<file path="config.mk">
export PLATFORM = sky130hd
export DESIGN_NAME = decoder_scan_ctrl_flat
export DESIGN_NICKNAME = d
export VERILOG_FILES = /design/src/rtl/decoder_scan_ctrl_pkg.sv /design/src/rtl/decoder_scan_ctrl_if.sv /design/src/rtl/decoder_scan_ctrl_prescaler.sv /design/src/rtl/decoder_scan_ctrl.sv /design/src/flat_wrapper.sv
export SDC_FILE = /design/constraint.sdc
export NUM_CORES = 1
export LEC_CHECK = 0
export BUFFER_PORTS_ARGS = -buffer_cell sky130_fd_sc_hd__buf_2
export CAP_MARGIN = 20
export CORE_MARGIN = 3
export CORE_UTILIZATION = 45
export CTS_BUF_LIST = sky130_fd_sc_hd__clkbuf_8
export CTS_CLUSTER_DIAMETER = 120
export CTS_CLUSTER_SIZE = 10
export DETAILED_ROUTE_END_ITERATION = 16
export GPL_TIMING_DRIVEN = 0
export HOLD_SLACK_MARGIN = 0.05
export PLACE_DENSITY = 0.62
export SETUP_SLACK_MARGIN = 0.02
export SYNTH_ARGS = -nofsm -noshare
export SYNTH_HDL_FRONTEND = slang
export SYNTH_SLANG_ARGS = --single-unit
</file>
<file path="constraint.sdc">
create_clock -name clk -period 2.2 [get_ports clk]
set_clock_uncertainty 0.15 [all_clocks]
set_input_delay 0.22 -clock clk [delete_from_list [all_inputs] [get_ports clk]]
set_output_delay 0.22 -clock clk [all_outputs]
set_load 0.05 [all_outputs]
</file>
<file path="src/rtl/decoder_scan_ctrl_pkg.sv">
// Shared types and constants for the decoder address sequencer.
// Build option: STEP_SYNC_EN (see decoder_scan_ctrl.sv).
package decoder_scan_pkg;

    localparam int unsigned ADDR_W      = 4;
    localparam logic [ADDR_W-1:0] ADDR_MAX = 4'd15;
    localparam int unsigned DIV_DEFAULT = 25_000_000;
    localparam int unsigned DIV_SIM     = 4;

    typedef enum logic {
        B_UP   = 1'b0,
        B_DOWN = 1'b1
    } bounce_state_e;

endpackage

</file>
<file path="src/rtl/decoder_scan_ctrl_if.sv">
// Control and decoder-select bundle between the sequencer and its user.
interface decoder_scan_ctrl_if import decoder_scan_pkg::*; ();

    logic              run;
    logic              dir;
    logic              mode;
    logic              step;
    logic              blank;
    logic [ADDR_W-1:0] addr_o;
    logic              en_o;
    logic              tick_o;

    modport master (
        output run, dir, mode, step, blank,
        input  addr_o, en_o, tick_o
    );

    modport slave (
        input  run, dir, mode, step, blank,
        output addr_o, en_o, tick_o
    );

endinterface

</file>
<file path="src/rtl/decoder_scan_ctrl_prescaler.sv">
// Free-running divider: one-cycle tick every DIV clocks while run is high.
module tick_prescaler #(
    parameter int unsigned DIV   = 25_000_000,
    parameter int unsigned DIV_W = 25
) (
    input  logic clk,
    input  logic rst,
    input  logic run,
    output logic tick
);

    localparam logic [DIV_W-1:0] LAST = DIV_W'(DIV - 1);

    logic [DIV_W-1:0] cnt;

    assign tick = run && (cnt == LAST);

    // Stopping clears the count so a restart always waits a full DIV period.
    always_ff @(posedge clk) begin
        if (rst) begin
            cnt <= '0;
        end else if (!run || tick) begin
            cnt <= '0;
        end else begin
            cnt <= cnt + DIV_W'(1);
        end
    end

endmodule

</file>
<file path="src/rtl/decoder_scan_ctrl.sv">
// Address sequencer feeding a 4-to-16 decoder: wrap/bounce scan, single-step, blanking.
// Build option: define STEP_SYNC_EN to pass step through a 2-flop synchronizer.
module decoder_scan_ctrl import decoder_scan_pkg::*; #(
    parameter int unsigned DIV   = DIV_DEFAULT,
    parameter int unsigned DIV_W = 25
) (
    input  logic                 clk,
    input  logic                 rst,
    decoder_scan_ctrl_if.slave   bus
);

    logic              tick;
    logic              step_s;
    logic              step_q;
    logic              step_adv;
    logic              adv;
    logic              mode_q;
    logic              entering;
    logic [ADDR_W-1:0] addr_q;
    logic [ADDR_W-1:0] addr_next;
    logic              en_q;
    logic              tick_q;
    bounce_state_e     b_state;
    bounce_state_e     b_entry;
    bounce_state_e     b_cur;
    bounce_state_e     b_next;

    tick_prescaler #(.DIV(DIV), .DIV_W(DIV_W)) u_prescaler (
        .clk  (clk),
        .rst  (rst),
        .run  (bus.run),
        .tick (tick)
    );

`ifdef STEP_SYNC_EN
    logic [1:0] step_sync;

    always_ff @(posedge clk) begin
        if (rst) step_sync <= '0;
        else     step_sync <= {step_sync[0], bus.step};
    end

    assign step_s = step_sync[1];
`else
    assign step_s = bus.step;
`endif

    assign step_adv = step_s && !step_q && !bus.run;
    assign adv      = tick || step_adv;
    assign entering = bus.mode && !mode_q;

    // NOTE: every output of this block gets a default first, so no path can infer a latch.
    always_comb begin
        b_entry   = bus.dir ? B_DOWN : B_UP;
        if (addr_q == ADDR_MAX) b_entry = B_DOWN;
        if (addr_q == '0)       b_entry = B_UP;
        b_cur     = entering ? b_entry : b_state;
        b_next    = bus.mode ? b_cur : b_state;
        addr_next = addr_q;
        if (adv) begin
            if (bus.mode) begin
                if (b_cur == B_UP) begin
                    addr_next = addr_q + 4'd1;
                    if (addr_next == ADDR_MAX) b_next = B_DOWN;
                end else begin
                    addr_next = addr_q - 4'd1;
                    if (addr_next == '0) b_next = B_UP;
                end
            end else begin
                addr_next = bus.dir ? addr_q - 4'd1 : addr_q + 4'd1;
            end
        end
    end

    always_ff @(posedge clk) begin
        if (rst) b_state <= B_UP;
        else     b_state <= b_next;
    end

    // NOTE: non-blocking assignments keep every register sampling pre-edge values.
    always_ff @(posedge clk) begin
        if (rst) begin
            addr_q <= '0;
            tick_q <= 1'b0;
            en_q   <= 1'b0;
            step_q <= 1'b0;
            mode_q <= 1'b0;
        end else begin
            addr_q <= addr_next;
            tick_q <= adv;
            en_q   <= !bus.blank;
            step_q <= step_s;
            mode_q <= bus.mode;
        end
    end

    assign bus.addr_o = addr_q;
    assign bus.en_o   = en_q;
    assign bus.tick_o = tick_q;

endmodule

</file>
<file path="src/flat_wrapper.sv">
// flat-port wrapper written by rule: the top's interface ports become plain ports
module decoder_scan_ctrl_flat import decoder_scan_pkg::*;
#(
    parameter int unsigned DIV   = DIV_DEFAULT,
    parameter int unsigned DIV_W = 25
)
  (clk, rst, bus_run, bus_dir, bus_mode, bus_step, bus_blank, bus_addr_o, bus_en_o, bus_tick_o);
  decoder_scan_ctrl_if bus_i ();
  input  logic clk;
  input  logic rst;
  input wire logic [$bits(bus_i.run)-1:0] bus_run;
  input wire logic [$bits(bus_i.dir)-1:0] bus_dir;
  input wire logic [$bits(bus_i.mode)-1:0] bus_mode;
  input wire logic [$bits(bus_i.step)-1:0] bus_step;
  input wire logic [$bits(bus_i.blank)-1:0] bus_blank;
  output wire logic [$bits(bus_i.addr_o)-1:0] bus_addr_o;
  output wire logic [$bits(bus_i.en_o)-1:0] bus_en_o;
  output wire logic [$bits(bus_i.tick_o)-1:0] bus_tick_o;
  assign bus_i.run = bus_run;
  assign bus_i.dir = bus_dir;
  assign bus_i.mode = bus_mode;
  assign bus_i.step = bus_step;
  assign bus_i.blank = bus_blank;
  assign bus_addr_o = bus_i.addr_o;
  assign bus_en_o = bus_i.en_o;
  assign bus_tick_o = bus_i.tick_o;
  decoder_scan_ctrl #(.DIV(DIV), .DIV_W(DIV_W)) u_core (.clk(clk), .rst(rst), .bus(bus_i));
endmodule
</file>
==> metrics, run 1 <==
status=finished, final reports clean; core area=3720 um^2; critical path, cell by cell=or4b_4, nor4_4, nand4_2, a22oi_1, mux2_1; EDFF count, synth=0; Post-Synthesis Cell Area=1750 um^2; CP max FO=4; unrepaired setup endpoints after global routing=false; Synth Register Bits=34; crit start category=flip-flop; Area Overhead vs Synth=18.0%; grt met2 use=0.280; CTS buffer count=5; Die X=68.3 um; clk sinks=34; Final Instance Area=2060 um^2; Final min period=2.16 ns; Least-Margin Pin Slew=0.441 ns; latest clock arrival within the worst-skew pair=0.28 ns; max-slew violations=0; DRC=0; via count=1528; synth unique cells=40; Port-buffer cells=12; vias in the first global route=1341; gp weighted congestion=0.851; first-pass GRT wire length=5820 um; final period utilization=0.981; pin count of the biggest net entering global routing=11; CTS tree=built; I/O pin total=13; setup tns final=0 ns; die area=4670 um^2; layout cells sized above 1=0.176; Post-synth ARST share=0; syn_area_per_cell=8.53 um^2; WL/cell=13.0 um; power density cells=623 nW/um^2; yosys warns=0; final hold vios=0; Synthesized Nets=217; met1 Use GR=0.198; top_reg_cell synth=dfxtp_1; # nets final=244; global route overflow=0; H-tree depth=2; HP Class=in -> reg; CP Data Required Time=2.22 ns; Mapped Cells=205; CP max-delay cell=or4b_4; Slew HR=0.704; grt met3 use=0.0542; Post-Route Utilization=0.555; Root Buffer=clkbuf_8; Post-Place Cell Area=1870 um^2; Max Cap Viol=0; Critical Path Max Stage Delay=0.55 ns; Rows=22; fmax=463 MHz; r2r setup slk=0.04 ns; Crit Path Category=reg -> reg; Max clock buf depth=2; critical path arrival=2.18 ns; DRC marker count from the first detailed-route iteration=55; clock-pin slew on the worst setup and hold paths=0.07 ns; post-DP HPWL=2660 um; Leak=0.000750 uW; total length of routed wires=3660 um; GRT Total Usage=0.169; Top Usage Layer GRT=met2; antenna violations before repair=0; Worst VDD drop=0.471 mV; Crit path max-delay family=simple AND/OR/NAND/NOR gates; Starting Density=0.470; CP bufs+invs=0; Via density=5.44; Antenna Nets Post-Route=0; Setup violations, final=0; ANT cells=0; endpoint type of the worst setup path=flip-flop; DR pass1 iterations=4; Seq/Total Area, Yosys=0.389; Die Y-Extent=68.3 um
[final cells by class]
cell class | instances | area (um^2)
repair buffers | 20 | 128
inverters | 9 | 33.8
well taps | 48 | 60.1
fillers | 347 | 1650
clock buffers | 8 | 110
multi-input cells | 157 | 1020
flip-flops and latches | 34 | 686
plain buffers | 5 | 22.5
[per-stage QoR]
| stage | cells | hold slack (ns) | power, uW | setup slack (ns) |
|---|---|---|---|---|
| finish | 281 | 0.106 | 1280 | 0.0415 |
| global route | 281 | 0.0949 | 1340 | 0.0134 |
| CTS | 277 | 0.0872 | 1300 | 0.0285 |
| detailed placement | 265 | 0.226 | 761 | 0.00304 |
| global placement | 265 | 0.224 | 758 | 0.0347 |
| floorplan | 205 | 0.137 | 731 | 0.0757 |
[worst reg2reg max path, delay by kind of cell (launching register included)]
kind | cells | cell delay, ns
AOI/OAI and AO/OA | 1 | 0.23
DFF | 1 | 0.34
muxes | 1 | 0.34
and+or+nand+nor | 3 | 0.99
[flip-flops by register name, summed over array words and instances (netlist names)]
| name | cells |
|---|---|
| u_core.u_prescaler.cnt | 25 |
| u_core.bus.addr_o | 4 |
| u_core.b_state | 1 |
| u_core.bus.en_o | 1 |
| u_core.bus.tick_o | 1 |
| u_core.mode_q | 1 |
| u_core.step_q | 1 |
[cell families (layout without fill, tap and decap cells)]
family          Yosys count  in the layout  share of synthesized area
buf+inv                  14             42                     0.0322
xor+xnor                 26             26                      0.130
mux                       2              2                     0.0129
simple gates            106            106                      0.330
fa+ha+maj                 5              5                     0.0358
flops                    34             34                      0.389
compound gates           18             18                     0.0694
[cell usage in the layout, fill, tap and decap left out, types with 4 or more instances in the layout]
master / instances
ha_1: 5
inv_1: 9
dfxtp_2: 4
clkbuf_8: 8
buf_2: 15
dfxtp_1: 30
nor2b_1: 5
nor3_1: 5
a21oi_1: 5
nand4_1: 6
and3_1: 7
xor2_1: 9
nor4_1: 4
nand2_1: 8
buf_4: 5
xnor2_1: 17
nor2_1: 37
nand3_1: 17
[metal layers]
metal / share of wire / wire length (um)
met3: 0.046 / 169
met2: 0.48 / 1770
met5: 0 / 0
met4: 0.013 / 48
met1: 0.46 / 1670
[worst paths after layout]
| kind | start | endpoint | depth (start not counted) |
|---|---|---|---|
| setup / recovery | u_core.u_prescaler.cnt[9] | u_core.bus.addr_o[2] | 5 |
| hold / removal | bus_mode | u_core.mode_q | 2 |
| setup reg to reg | u_core.u_prescaler.cnt[9] | u_core.bus.addr_o[2] | 5 |
| hold reg to reg | u_core.u_prescaler.cnt[0] | u_core.u_prescaler.cnt[0] | 1 |
[power by group]
part	leakage, uW	internal (uW)	switching (uW)
logic	0.000415	44.4	73.0
registers	0.000277	627	10.3
clock network	0.0000575	316	213
[synthesized netlist by cell type, types with 3 or more instances]
cell / number / area share
o21ai_0: 3 / 0.0086
ha_1: 5 / 0.036
nor3_1: 6 / 0.017
buf_2: 3 / 0.0086
xor2_1: 9 / 0.045
dfxtp_1: 34 / 0.39
nor4_1: 4 / 0.014
nor2b_1: 5 / 0.018
nand4_1: 6 / 0.021
nand3_1: 17 / 0.049
xnor2_1: 17 / 0.085
nand3b_1: 3 / 0.013
and3_1: 7 / 0.025
nand2_1: 8 / 0.017
nor2_1: 37 / 0.079
a21oi_1: 5 / 0.014
inv_1: 9 / 0.019
[repair_timing]
| action | in CTS | in global routing |
|---|---|---|
| endpoints found under the setup margin | 2 | 22 |
| pin swaps | 1 | 1 |
| hold endpoints to repair | 3 | 0 |
| hold buffers | 3 | 0 |
| setup buffers | 1 | 4 |
| gates resized for setup | 0 | 4 |
Power figures use the tool's default switching activity.
==> inputs of run 2 (changes only) <==
PLACE_DENSITY = 0.64   (was 0.62)
clock period = 1.9 ns   (was 2.2 ns; I/O delays follow)
==> run 2 against run 1 <==
Against the previous run:
- the run now ends with setup timing left
- core utilization increased by 1.8 points
- first-iteration DRC count grew 45%
- count of clock-buffer cells in the layout shrank 2
- fmax increased by 3.4%
- critical endpoint is now u_core.b_state
- largest power group unchanged
- highest routed layer unchanged
==> metrics, run 2 (synthesis results as in run 1) <==
CP Data Required Time=1.93 ns; fmax=479 MHz; Rows=22; CP max FO=3; latest clock arrival within the worst-skew pair=0.29 ns; max-slew violations=0; fillers=341; unrepaired setup endpoints after global routing=true; post-DP HPWL=2520 um; commonest non-fill, non-tap cell in the layout=nor2_1; I/O pin total=13; clock-pin slew on the worst setup and hold paths=0.07 ns; vias in the first global route=1379; DRC=0; DRT met1 WL=1890 um; Die Y-Extent=68.3 um; clk sinks=34; CTS buffer count=5; Max clock buf depth=2; Crit Path Category=reg -> reg; H-tree depth=2; Max Cap Viol=0; status=finished with violations; number of flip-flops in the largest register=25; Reg2Reg Depth=6; Worst VDD drop=0.392 mV; Least-Margin Pin Slew=0.430 ns; WL/cell=13.2 um; die area=4670 um^2; gp weighted congestion=0.855; Setup violations, final=31; # nets final=249; GRT Total Usage=0.168; CTS tree=built; post-route setup slack=-0.188 ns; final hold vios=0; Final min period=2.09 ns; Worst Hold Depth=2; core area=3720 um^2; power density cells=675 nW/um^2; endpoint type of the worst setup path=flip-flop; commonest non-fill, non-tap cells in the layout=31 x nor2_1, 29 x dfxtp_1, 17 x nand3_1, 17 x xnor2_1, 13 x buf_2; global route overflow=0; layout cells sized above 1=0.235; crit start category=flip-flop; failing checks=setup timing; final period utilization=1.10; first-pass GRT wire length=5890 um; Final Instance Area=2130 um^2; Post-Place Cell Area=1880 um^2; met2 WL=1690 um; Slew HR=0.712; ANT cells=0; Starting Density=0.470; pin count of the biggest net entering global routing=11; Leak=0.000792 uW; DRC marker count from the first detailed-route iteration=80; Biggest register=u_core.u_prescaler.cnt; Antenna Nets Post-Route=0; via count=1502; HP Class=in -> reg; DR pass1 iterations=4; Via density=5.25; Root Buffer=clkbuf_8; Port-buffer cells=12; Area Overhead vs Synth=21.8%; DR WL met3=165 um; hold slack=0.0795 ns; critical path arrival=2.12 ns; antenna violations before repair=0; Die X=68.3 um; total length of routed wires=3780 um; Top Layer Used=met4
-- run 2: changes by cell type in the layout (fill, tap and decap cells not counted), sizes merged --
cell,previous run,this run
buf,20,25
clkbuf,10,8
clkinv,0,1
inv,9,10
-- run 2: stage by stage --
| step | total power, uW | setup WS [ns] | std cells | setup TNS [ns] | util |
|---|---|---|---|---|---|
| global route | 1490 | -0.270 | 286 | -5.95 | 0.573 |
| global placement | 879 | -0.261 | 265 | -4.47 | 0.505 |
| floorplan | 845 | -0.0931 | 205 | -0.160 | - |
| finish | 1440 | -0.188 | 286 | -3.23 | 0.573 |
| detailed placement | 880 | -0.255 | 265 | -4.24 | 0.505 |
| CTS | 1440 | -0.182 | 283 | -2.53 | 0.559 |
-- run 2: area by class of cell --
| class | count | area, um^2 | share of cell area |
|---|---|---|---|
| multi-input combinational | 157 | 1040 | 0.489 |
| sequential | 34 | 692 | 0.325 |
| timing repair buffer | 25 | 176 | 0.0828 |
| clock buffer | 6 | 82.6 | 0.0388 |
| tap | 48 | 60.1 | 0.0282 |
| buffer | 5 | 35.0 | 0.0165 |
| inverter | 9 | 33.8 | 0.0159 |
| clock inverter | 2 | 8.76 | 0.00411 |
-- run 2: repair_timing --
action / CTS / global route
pin swaps: 3 / 0
endpoints found under the hold margin: 3 / 0
buffers inserted: 7 / 2
hold buffers: 3 / 0
setup endpoints to repair: 25 / 31
gates resized for setup: 9 / 11
gates cloned: 0 / 1
-- run 2: report_power, final --
group / total, uW / switching (uW) / leakage [uW] / internal, uW
sequential: 738 / 13.8 / 0.000279 / 724
combinational: 148 / 87.4 / 0.000461 / 60.1
clock: 553 / 266 / 0.0000524 / 287
total: 1440 / 367 / 0.000792 / 1070
-- run 2: routing by layer --
layer	vias up	track usage
li1	774	-
met1	690	0.216
met2	34	0.267
met5	-	0
met3	4	0.0411
met4	0	0.0645
-- run 2: worst max-delay path, stage by stage (launching register included) --
cell and delay [ns]:
dfxtp_2 0.33, or4b_4 0.54, nor4_4 0.20, buf_4 0.17
and4_2 0.24, o2111ai_1 0.11, a32o_1 0.23
-- run 2: worst paths after layout --
| kind | to | startpoint | slack (ns) |
|---|---|---|---|
| max reg2reg | u_core.b_state | u_core.u_prescaler.cnt[9] | -0.19 |
| max | u_core.b_state | u_core.u_prescaler.cnt[9] | -0.19 |
| min | u_core.mode_q | bus_mode | 0.08 |
| min reg2reg | u_core.u_prescaler.cnt[0] | u_core.u_prescaler.cnt[0] | 0.31 |
